--- src/rtl/cam_capture_rgb332.sv ---
// rtl/cam_capture_rgb332.sv - OV7670 byte capture, RGB565->RGB332 packing and frame-buffer write port
//
// Purpose: frames camera bytes with vsync/href, packs RGB565 byte pairs into
// RGB332 and issues one registered write per stored pixel, clipping anything
// outside CAM_SCREEN_X x CAM_SCREEN_Y. Everything runs on the pixel clock.
//
// Ports:
//   clk          camera pixel clock, rising edge
//   rst          asynchronous active-low reset
//   vsync        camera VSYNC, high = vertical blanking
//   href         camera HREF, high = valid byte on px_data
//   px_data      camera data byte
//   mem_px_addr  linear write address (y*CAM_SCREEN_X + x), held while idle
//   mem_px_data  RGB332 pixel
//   px_wr        one-cycle write strobe per stored pixel
//   frame_done   one-cycle pulse after the vsync rise that ends a frame
//   frame_cnt    completed-frame counter, wraps 255->0
module cam_capture_rgb332 #(
  parameter int AW           = 17,
  parameter int CAM_SCREEN_X = 160,
  parameter int CAM_SCREEN_Y = 120
) (
  input  logic          clk,
  input  logic          rst,
  input  logic          vsync,
  input  logic          href,
  input  logic [7:0]    px_data,
  output logic [AW-1:0] mem_px_addr,
  output logic [7:0]    mem_px_data,
  output logic          px_wr,
  output logic          frame_done,
  output logic [7:0]    frame_cnt
);

  // Counters are one value wider than the visible range so they can park at
  // the limit instead of wrapping back into the stored area.
  localparam int XW = $clog2(CAM_SCREEN_X + 1);
  localparam int YW = $clog2(CAM_SCREEN_Y + 1);
  localparam logic [XW-1:0] LP_X_MAX     = XW'(CAM_SCREEN_X);
  localparam logic [YW-1:0] LP_Y_MAX     = YW'(CAM_SCREEN_Y);
  localparam logic [AW-1:0] LP_LINE_STEP = AW'(CAM_SCREEN_X);

  typedef enum logic {
    WAIT_FRAME = 1'b0,
    CAPTURE    = 1'b1
  } state_t;

  state_t r_state;
  state_t w_state_nxt;

  logic          r_vsync_q;
  logic          r_href_q;
  logic          r_phase;
  logic [5:0]    r_byte1;      // only the bits that survive packing: {R[4:2], G[5:3]}
  logic [XW-1:0] r_x;
  logic [YW-1:0] r_y;
  logic [AW-1:0] r_line_base;
  logic [AW-1:0] r_addr;
  logic [7:0]    r_px_data;
  logic          r_px_wr;
  logic          r_frame_done;
  logic [7:0]    r_frame_cnt;

  logic       w_vs_fall;
  logic       w_vs_rise;
  logic       w_href_fall;
  logic       w_byte_en;
  logic       w_pix_keep;
  logic [7:0] w_pixel;

  assign w_vs_fall   = r_vsync_q & ~vsync;
  assign w_vs_rise   = ~r_vsync_q & vsync;
  assign w_href_fall = r_href_q & ~href;
  // href during blanking is never treated as pixel data
  assign w_byte_en   = href & ~vsync;
  assign w_pix_keep  = (r_x < LP_X_MAX) && (r_y < LP_Y_MAX);
  assign w_pixel     = {r_byte1, px_data[4:3]};

  always_ff @(posedge clk or negedge rst) begin
    if (!rst) begin
      r_state <= WAIT_FRAME;
    end else begin
      r_state <= w_state_nxt;
    end
  end

  always_comb begin
    w_state_nxt = r_state;
    case (r_state)
      WAIT_FRAME: if (w_vs_fall) w_state_nxt = CAPTURE;
      CAPTURE:    if (w_vs_rise) w_state_nxt = WAIT_FRAME;
      default:    w_state_nxt = WAIT_FRAME;
    endcase
  end

  always_ff @(posedge clk or negedge rst) begin
    if (!rst) begin
      r_vsync_q    <= 1'b0;
      r_href_q     <= 1'b0;
      r_phase      <= 1'b0;
      r_byte1      <= '0;
      r_x          <= '0;
      r_y          <= '0;
      r_line_base  <= '0;
      r_addr       <= '0;
      r_px_data    <= '0;
      r_px_wr      <= 1'b0;
      r_frame_done <= 1'b0;
      r_frame_cnt  <= '0;
    end else begin
      r_vsync_q    <= vsync;
      r_href_q     <= href;
      r_px_wr      <= 1'b0;
      r_frame_done <= 1'b0;
      case (r_state)
        WAIT_FRAME: begin
          if (w_vs_fall) begin
            r_x         <= '0;
            r_y         <= '0;
            r_phase     <= 1'b0;
            r_line_base <= '0;
            r_addr      <= '0;
          end
        end
        CAPTURE: begin
          if (w_byte_en) begin
            if (!r_phase) begin
              r_byte1 <= {px_data[7:5], px_data[2:0]};
              r_phase <= 1'b1;
            end else begin
              r_phase <= 1'b0;
              if (w_pix_keep) begin
                r_px_wr   <= 1'b1;
                r_px_data <= w_pixel;
                r_addr    <= r_line_base + AW'(r_x);
              end
              if (r_x != LP_X_MAX) r_x <= r_x + XW'(1);
            end
          end else if (w_href_fall) begin
            // end of line: an unpaired trailing byte is simply dropped
            r_x     <= '0;
            r_phase <= 1'b0;
            if (r_y != LP_Y_MAX) begin
              r_y         <= r_y + YW'(1);
              r_line_base <= r_line_base + LP_LINE_STEP;
            end
          end
          if (w_vs_rise) begin
            r_frame_done <= 1'b1;
            r_frame_cnt  <= r_frame_cnt + 8'd1;
          end
        end
        default: ;
      endcase
    end
  end

  assign mem_px_addr = r_addr;
  assign mem_px_data = r_px_data;
  assign px_wr       = r_px_wr;
  assign frame_done  = r_frame_done;
  assign frame_cnt   = r_frame_cnt;

endmodule
--- config.mk ---
export PLATFORM = sky130hd
export DESIGN_NAME = cam_capture_rgb332
export DESIGN_NICKNAME = d
export VERILOG_FILES = /design/src/rtl/cam_capture_rgb332.sv
export SDC_FILE = /design/constraint.sdc
export NUM_CORES = 1
export LEC_CHECK = 0
export BUFFER_PORTS_ARGS = -buffer_cell sky130_fd_sc_hd__buf_2
export CAP_MARGIN = 20
export CORE_MARGIN = 10
export CORE_UTILIZATION = 40
export CTS_CLUSTER_SIZE = 10
export DETAILED_ROUTE_END_ITERATION = 10
export MAX_ROUTING_LAYER = met4
export PLACE_DENSITY = 0.62
export SYNTH_ARGS = -nofsm -noshare
export SYNTH_HDL_FRONTEND = slang
export SYNTH_SLANG_ARGS = --single-unit
--- constraint.sdc ---
create_clock -name clk -period 2.1 [get_ports clk]
set_input_delay 0.21 -clock clk [delete_from_list [all_inputs] [get_ports clk]]
set_output_delay 0.21 -clock clk [all_outputs]
set_load 0.02 [all_outputs]
* After elaboration in Yosys (flattened, before gate mapping)
Cells that the tools add are included.
** Cells by class
- Bitwise gates (word level) :: 9
- Shift-type cells :: 0
- Reductions and logical operators :: 8
- Mux-type cells :: 34
- Equal/unequal tests :: 12
- $mul :: 0
- Add/subtract/negate cells :: 5
- Divide/modulo/power cells :: 0
- Order comparisons :: 2
** Operators with widths (count)
- 17-bit two-way mux :: 7
- 17-bit one-hot mux with 2 select lines :: 2
- 8-bit two-way mux :: 5
- 7-bit two-way mux :: 4
- 17-bit by 8-bit adder with 17-bit output :: 1
- 17-bit by 8-bit adder with 17-bit output (second input constant) :: 1
- 8-bit by 1-bit adder with 8-bit output (second input constant) :: 2
- 8-bit one-hot mux with 2 select lines :: 1
- 4-bit AND reduction :: 4
- 7-bit one-hot mux with 2 select lines :: 1
- 1-bit two-way mux :: 12
- 2-bit by 1-bit inequality test with 1-bit output (second input constant) :: 5
- 8-bit < comparator (second input constant) :: 1
- 8-bit inequality test (second input constant) :: 1
- 7-bit by 1-bit adder with 7-bit output (second input constant) :: 1
- 7-bit < comparator (second input constant) :: 1
- 7-bit inequality test (second input constant) :: 1
- 1-bit inverter :: 5
- 1-bit AND :: 4
- 2-bit inequality test (second input constant) :: 2
- 1-bit one-hot mux with 2 select lines :: 2
- 2-bit AND reduction :: 2
- 3-bit by 1-bit inequality test with 1-bit output (second input constant) :: 1
- 3-bit by 2-bit inequality test with 1-bit output (second input constant) :: 1
- other kinds (3) :: 3
** Word-level totals
- Bits in writable memories :: 0
- ROM bits :: 0
- Memories :: 0
- Bits in registers :: 77
- Latch bits :: 0
- Input bits :: 12
- Logic and storage cells :: 83
- Output and inout port bits :: 35

* Logic depth before layout (Yosys ltp)
- Depth in word-level cells :: 6
- Mapped depth :: 7
- Mapped depth without buffers :: 6

* Worst setup path after synthesis
OpenSTA, ideal clock, no wires.
- Kind :: register -> register
- Start :: register r_state
- End :: register r_x[6]
- Library setup time :: 0.078 ns
- Setup slack :: 0.384 ns
- Stages on the path, launching flop included :: 6
- Period minus slack after synthesis :: 1.716 ns
- Data required time :: 2.022 ns
- Path buffers :: 1
- Arrival :: 1.639 ns
- Cells stage by stage :: dfrtp_1 > buf_4 > or3b_4 > and3_4 > or4_1 > a21boi_1
** Between the ends
- Longest elaborated chain between the ends :: 3
- Elaborated cells between the ends (all ways) :: 7
- Classes of those cells :: eq/ne: 4; mux: 1; bitwise: 1; reduce/logical: 1
** Ends and longest elaborated chain
- start: declaration :: RTL line 48 : state_t r_state;
- start signal: assignment :: RTL line 83 : r_state <= w_state_nxt;
- 1-bit inverter
- 2-bit inequality test (no line)
- 4-bit AND reduction (no line)
- end signal: assignment :: RTL line 137 : if (r_x != LP_X_MAX) r_x <= r_x + XW'(1);
- end: declaration :: RTL line 55 : logic [XW-1:0] r_x;
Parallel ways exist; a longest one is shown, timed or not.
A chain may end at the register's enable or synchronous reset.

* Worst setup path in the final report
- Start :: register r_y[0]
- End :: register r_line_base[13]
** Between the ends
- Longest elaborated chain between the ends :: 3
** Ends and longest elaborated chain
- start: declaration :: RTL line 56 : logic [YW-1:0] r_y;
- start signal: assignment :: RTL line 144 : r_y <= r_y + YW'(1);
- 7-bit inequality test :: RTL line 143 : if (r_y != LP_Y_MAX) begin
- 2-bit by 1-bit inequality test with 1-bit output (no line)
- 4-bit AND reduction (no line)
- end signal: assignment :: RTL line 145 : r_line_base <= r_line_base + LP_LINE_STEP;
- end: declaration :: RTL line 57 : logic [AW-1:0] r_line_base;
Every way passes these cells.

==> summary.txt <==
Crit path kind: register to register
CTS Buf Count: 9
Layout cells sized above 1: 19.8%
Vias per cell: 5.34
Post-route ant nets: 0
F_max: 546 MHz
Row cnt: 34
Nets: 431
EDFF count, synth: 0
Clk_lat worst skew: 0.34 ns
Non-filler cells, final: 522
Initial DRC count: 144
Crit Path Max Fanout: 17
CP Buf/Inv Count: 1
Drt pass-1 iters: 4
Via count: 2787
Placed Cells incl. Taps: 506
CTS HTree Levels: 3
Core region area: 8720 um2
DRC errors left: 0
Slew HR: 66.2%
Maxcap violations: 0
Worst hold slack: 0.0670 ns
Clock Skew: 0.00911 ns
Cell chain of the critical path: inv_1 -> ha_1 -> nor2b_1 -> a21o_1 -> nor3_1 -> a211o_1
Synth top area share: 50.3%
Largest net degree at the start of global routing: 73
CTS tree: built
Final setup violation count: 0
Post-Syn Nets: 381
Post-route clock period utilization: 87.2%
Peak supply drop: 0.532 mV
RSZ-0062 raised after global routing: false
Crit path DAT: 2.06 ns
Synth area leaders: dfrtp_1, nand2_1, nand3_1
FFs w/ async S/R, synth: 100%
Yosys top cell by area: dfrtp_1
Min Tclk post-route: 1.83 ns
Total power: 4.22 mW
RePlAce Congestion: 0.852
CTS root buf: clkbuf_8
Yosys reg bits: 72
Leakage power: 2.08 nW
Pwr dens: 1000 nW/um2
Synth Warn #: 0
R2R Setup Slk: 0.27 ns
Cells after Synth: 360
Top FF cell, synth: dfrtp_1
Mapped Area: 3580 um2
Critical path depth in cells: 6
Post-layout util: 48.4%
# resized after CTS: 0
Final hold violations: 0
Chip Width: 115 um
Port buffer count: 46
Clock Path Buffers: 2
Die Ht: 115 um
GRT Overall Usage: 13.1%
Worst path max stage delay: 0.48 ns
First-pass GRT wire length: 13.8 mm
Hold path depth: 1
Initial Utilization: 41.0%
Ant. Diodes: 0
Num Clock Sinks: 72
Setup tns final: 0 ns
Crit path launch type: register
Min-Delay Path Class: input port to register
DR WL/cell: 15.4 um
Delay-heaviest family, CP: compound AO/OA/AOI/OAI gates
Total die area: 13100 um2
FF-to-FF path depth: 6
Ports: 47
Final WL: 8.02 mm
Synth unique cells: 51
Vias in the first global route: 2766
Worst EP required: 2.33 ns
Least-Margin Pin Slew: 0.507 ns
Syn avg cell area: 9.94 um2
Max Slew Vio Count: 0
Reg clk slew, reported paths: 0.08 ns
CP Capture Type: register
Post-DP HPWL: 5.66 mm
Outcome: complete, no violations
Register area share after synthesis: 50.3%
Grt total ovfl: 0
P&R area growth vs syn: 17.8%
CP max-delay cell: a21o_1
Antenna violations before repair: 0
==> timing repair <==
item,in CTS,in global routing
hold endpoints to repair,72,0
buffers inserted,0,0
hold buffers,1,0
==> logic make-up (layout without fill, tap and decap cells) <==
group	Yosys count	count (layout)	synth area share [%]
and+or+nand+nor	152	152	22.7
DFF	72	72	50.3
AOI/OAI and AO/OA	64	64	11.8
buffers and inverters	32	86	3.74
xor gates and xnor gates	18	18	4.41
muxes	12	12	3.60
adders and majority gates	10	10	3.43
==> Yosys cell counts, types with 2 or more instances <==
cell,count
a211o_1,6
xor2_1,2
and4_1,2
and3_1,5
xnor2_1,16
or3_1,6
ha_1,9
mux2_2,7
nor3b_1,6
or4_1,2
nand2_1,51
inv_1,13
clkbuf_1,13
mux2i_1,5
nand3_1,34
a211oi_1,2
buf_2,2
nor2_1,10
o211ai_1,3
a21o_1,6
o21ai_0,25
nand3b_1,3
o31ai_1,6
nand2b_1,2
dfrtp_1,72
nand4b_1,3
o211a_1,2
and2_1,3
a21oi_1,5
a22o_1,2
nand4_1,8
nor4_1,5
nor3_1,6
==> layout by cell type (no fill, tap or decap), types with 10 or more instances in the layout <==
| cell type | instances |
|---|---|
| buf_2 | 46 |
| nor2_1 | 10 |
| xnor2_1 | 16 |
| inv_1 | 13 |
| nand2_1 | 51 |
| o21ai_0 | 25 |
| nand3_1 | 34 |
| dfrtp_1 | 72 |
==> sequential cells by signal, indices dropped and copies added, names as in the netlist <==
name	cells
r_href_q	1
mem_px_addr	17
r_vsync_q	1
r_phase	1
r_x	8
r_state	1
frame_cnt	8
px_wr	1
r_byte1	6
r_line_base	12
mem_px_data	8
r_y	7
frame_done	1
==> power breakdown <==
group / leakage (nW) / total (mW) / internal [mW] / switching (mW)
logic: 1.00 / 0.904 / 0.381 / 0.522
clock network: 0.125 / 1.40 / 0.900 / 0.504
registers: 0.949 / 1.91 / 1.64 / 0.272
total: 2.08 / 4.22 / 2.92 / 1.30
==> final timing paths <==
check	from	endpoint
worst min register to register	frame_cnt[7]	frame_cnt[7]
worst max-delay path	r_y[0]	r_line_base[13]
min in group asynchronous	rst	mem_px_data[2]
worst max register to register	r_y[0]	r_line_base[13]
worst min-delay path	href	r_href_q
max in group asynchronous	rst	frame_cnt[3]
==> cell type report <==
type                       instances  area, um2
multi-input combinational        256       1640
fill                             805       4500
timing repair buffer              57        328
clock buffer                       9        124
inverter                          14       52.6
tap                              108        135
sequential                        72       1800
clock inverter                     6        133
==> worst register-to-register path, cell delays in order, from the launching register on <==
cell     delay, ns
dfrtp_1       0.44
inv_1         0.08
ha_1          0.13
nor2b_1       0.20
a21o_1        0.48
nor3_1        0.11
a211o_1       0.29
==> per-layer routing <==
| metal | wire [um] | up-vias | GRT usage [%] |
|---|---|---|---|
| met5 | 0 | - | - |
| met4 | 92 | 0 | 4.85 |
| met3 | 434 | 8 | 3.98 |
| met2 | 3600 | 62 | 18.5 |
| met1 | 3900 | 1334 | 17.1 |
| li1 | - | 1383 | - |
==> per-stage QoR <==
step,area [um2],worst slack (ns)
floorplan,3580,0.384
global placement,3950,0.326
detailed placement,3950,0.276
CTS,4220,0.266
global route,4220,0.112
finish,4220,0.268
Power figures use the tool's default switching activity.
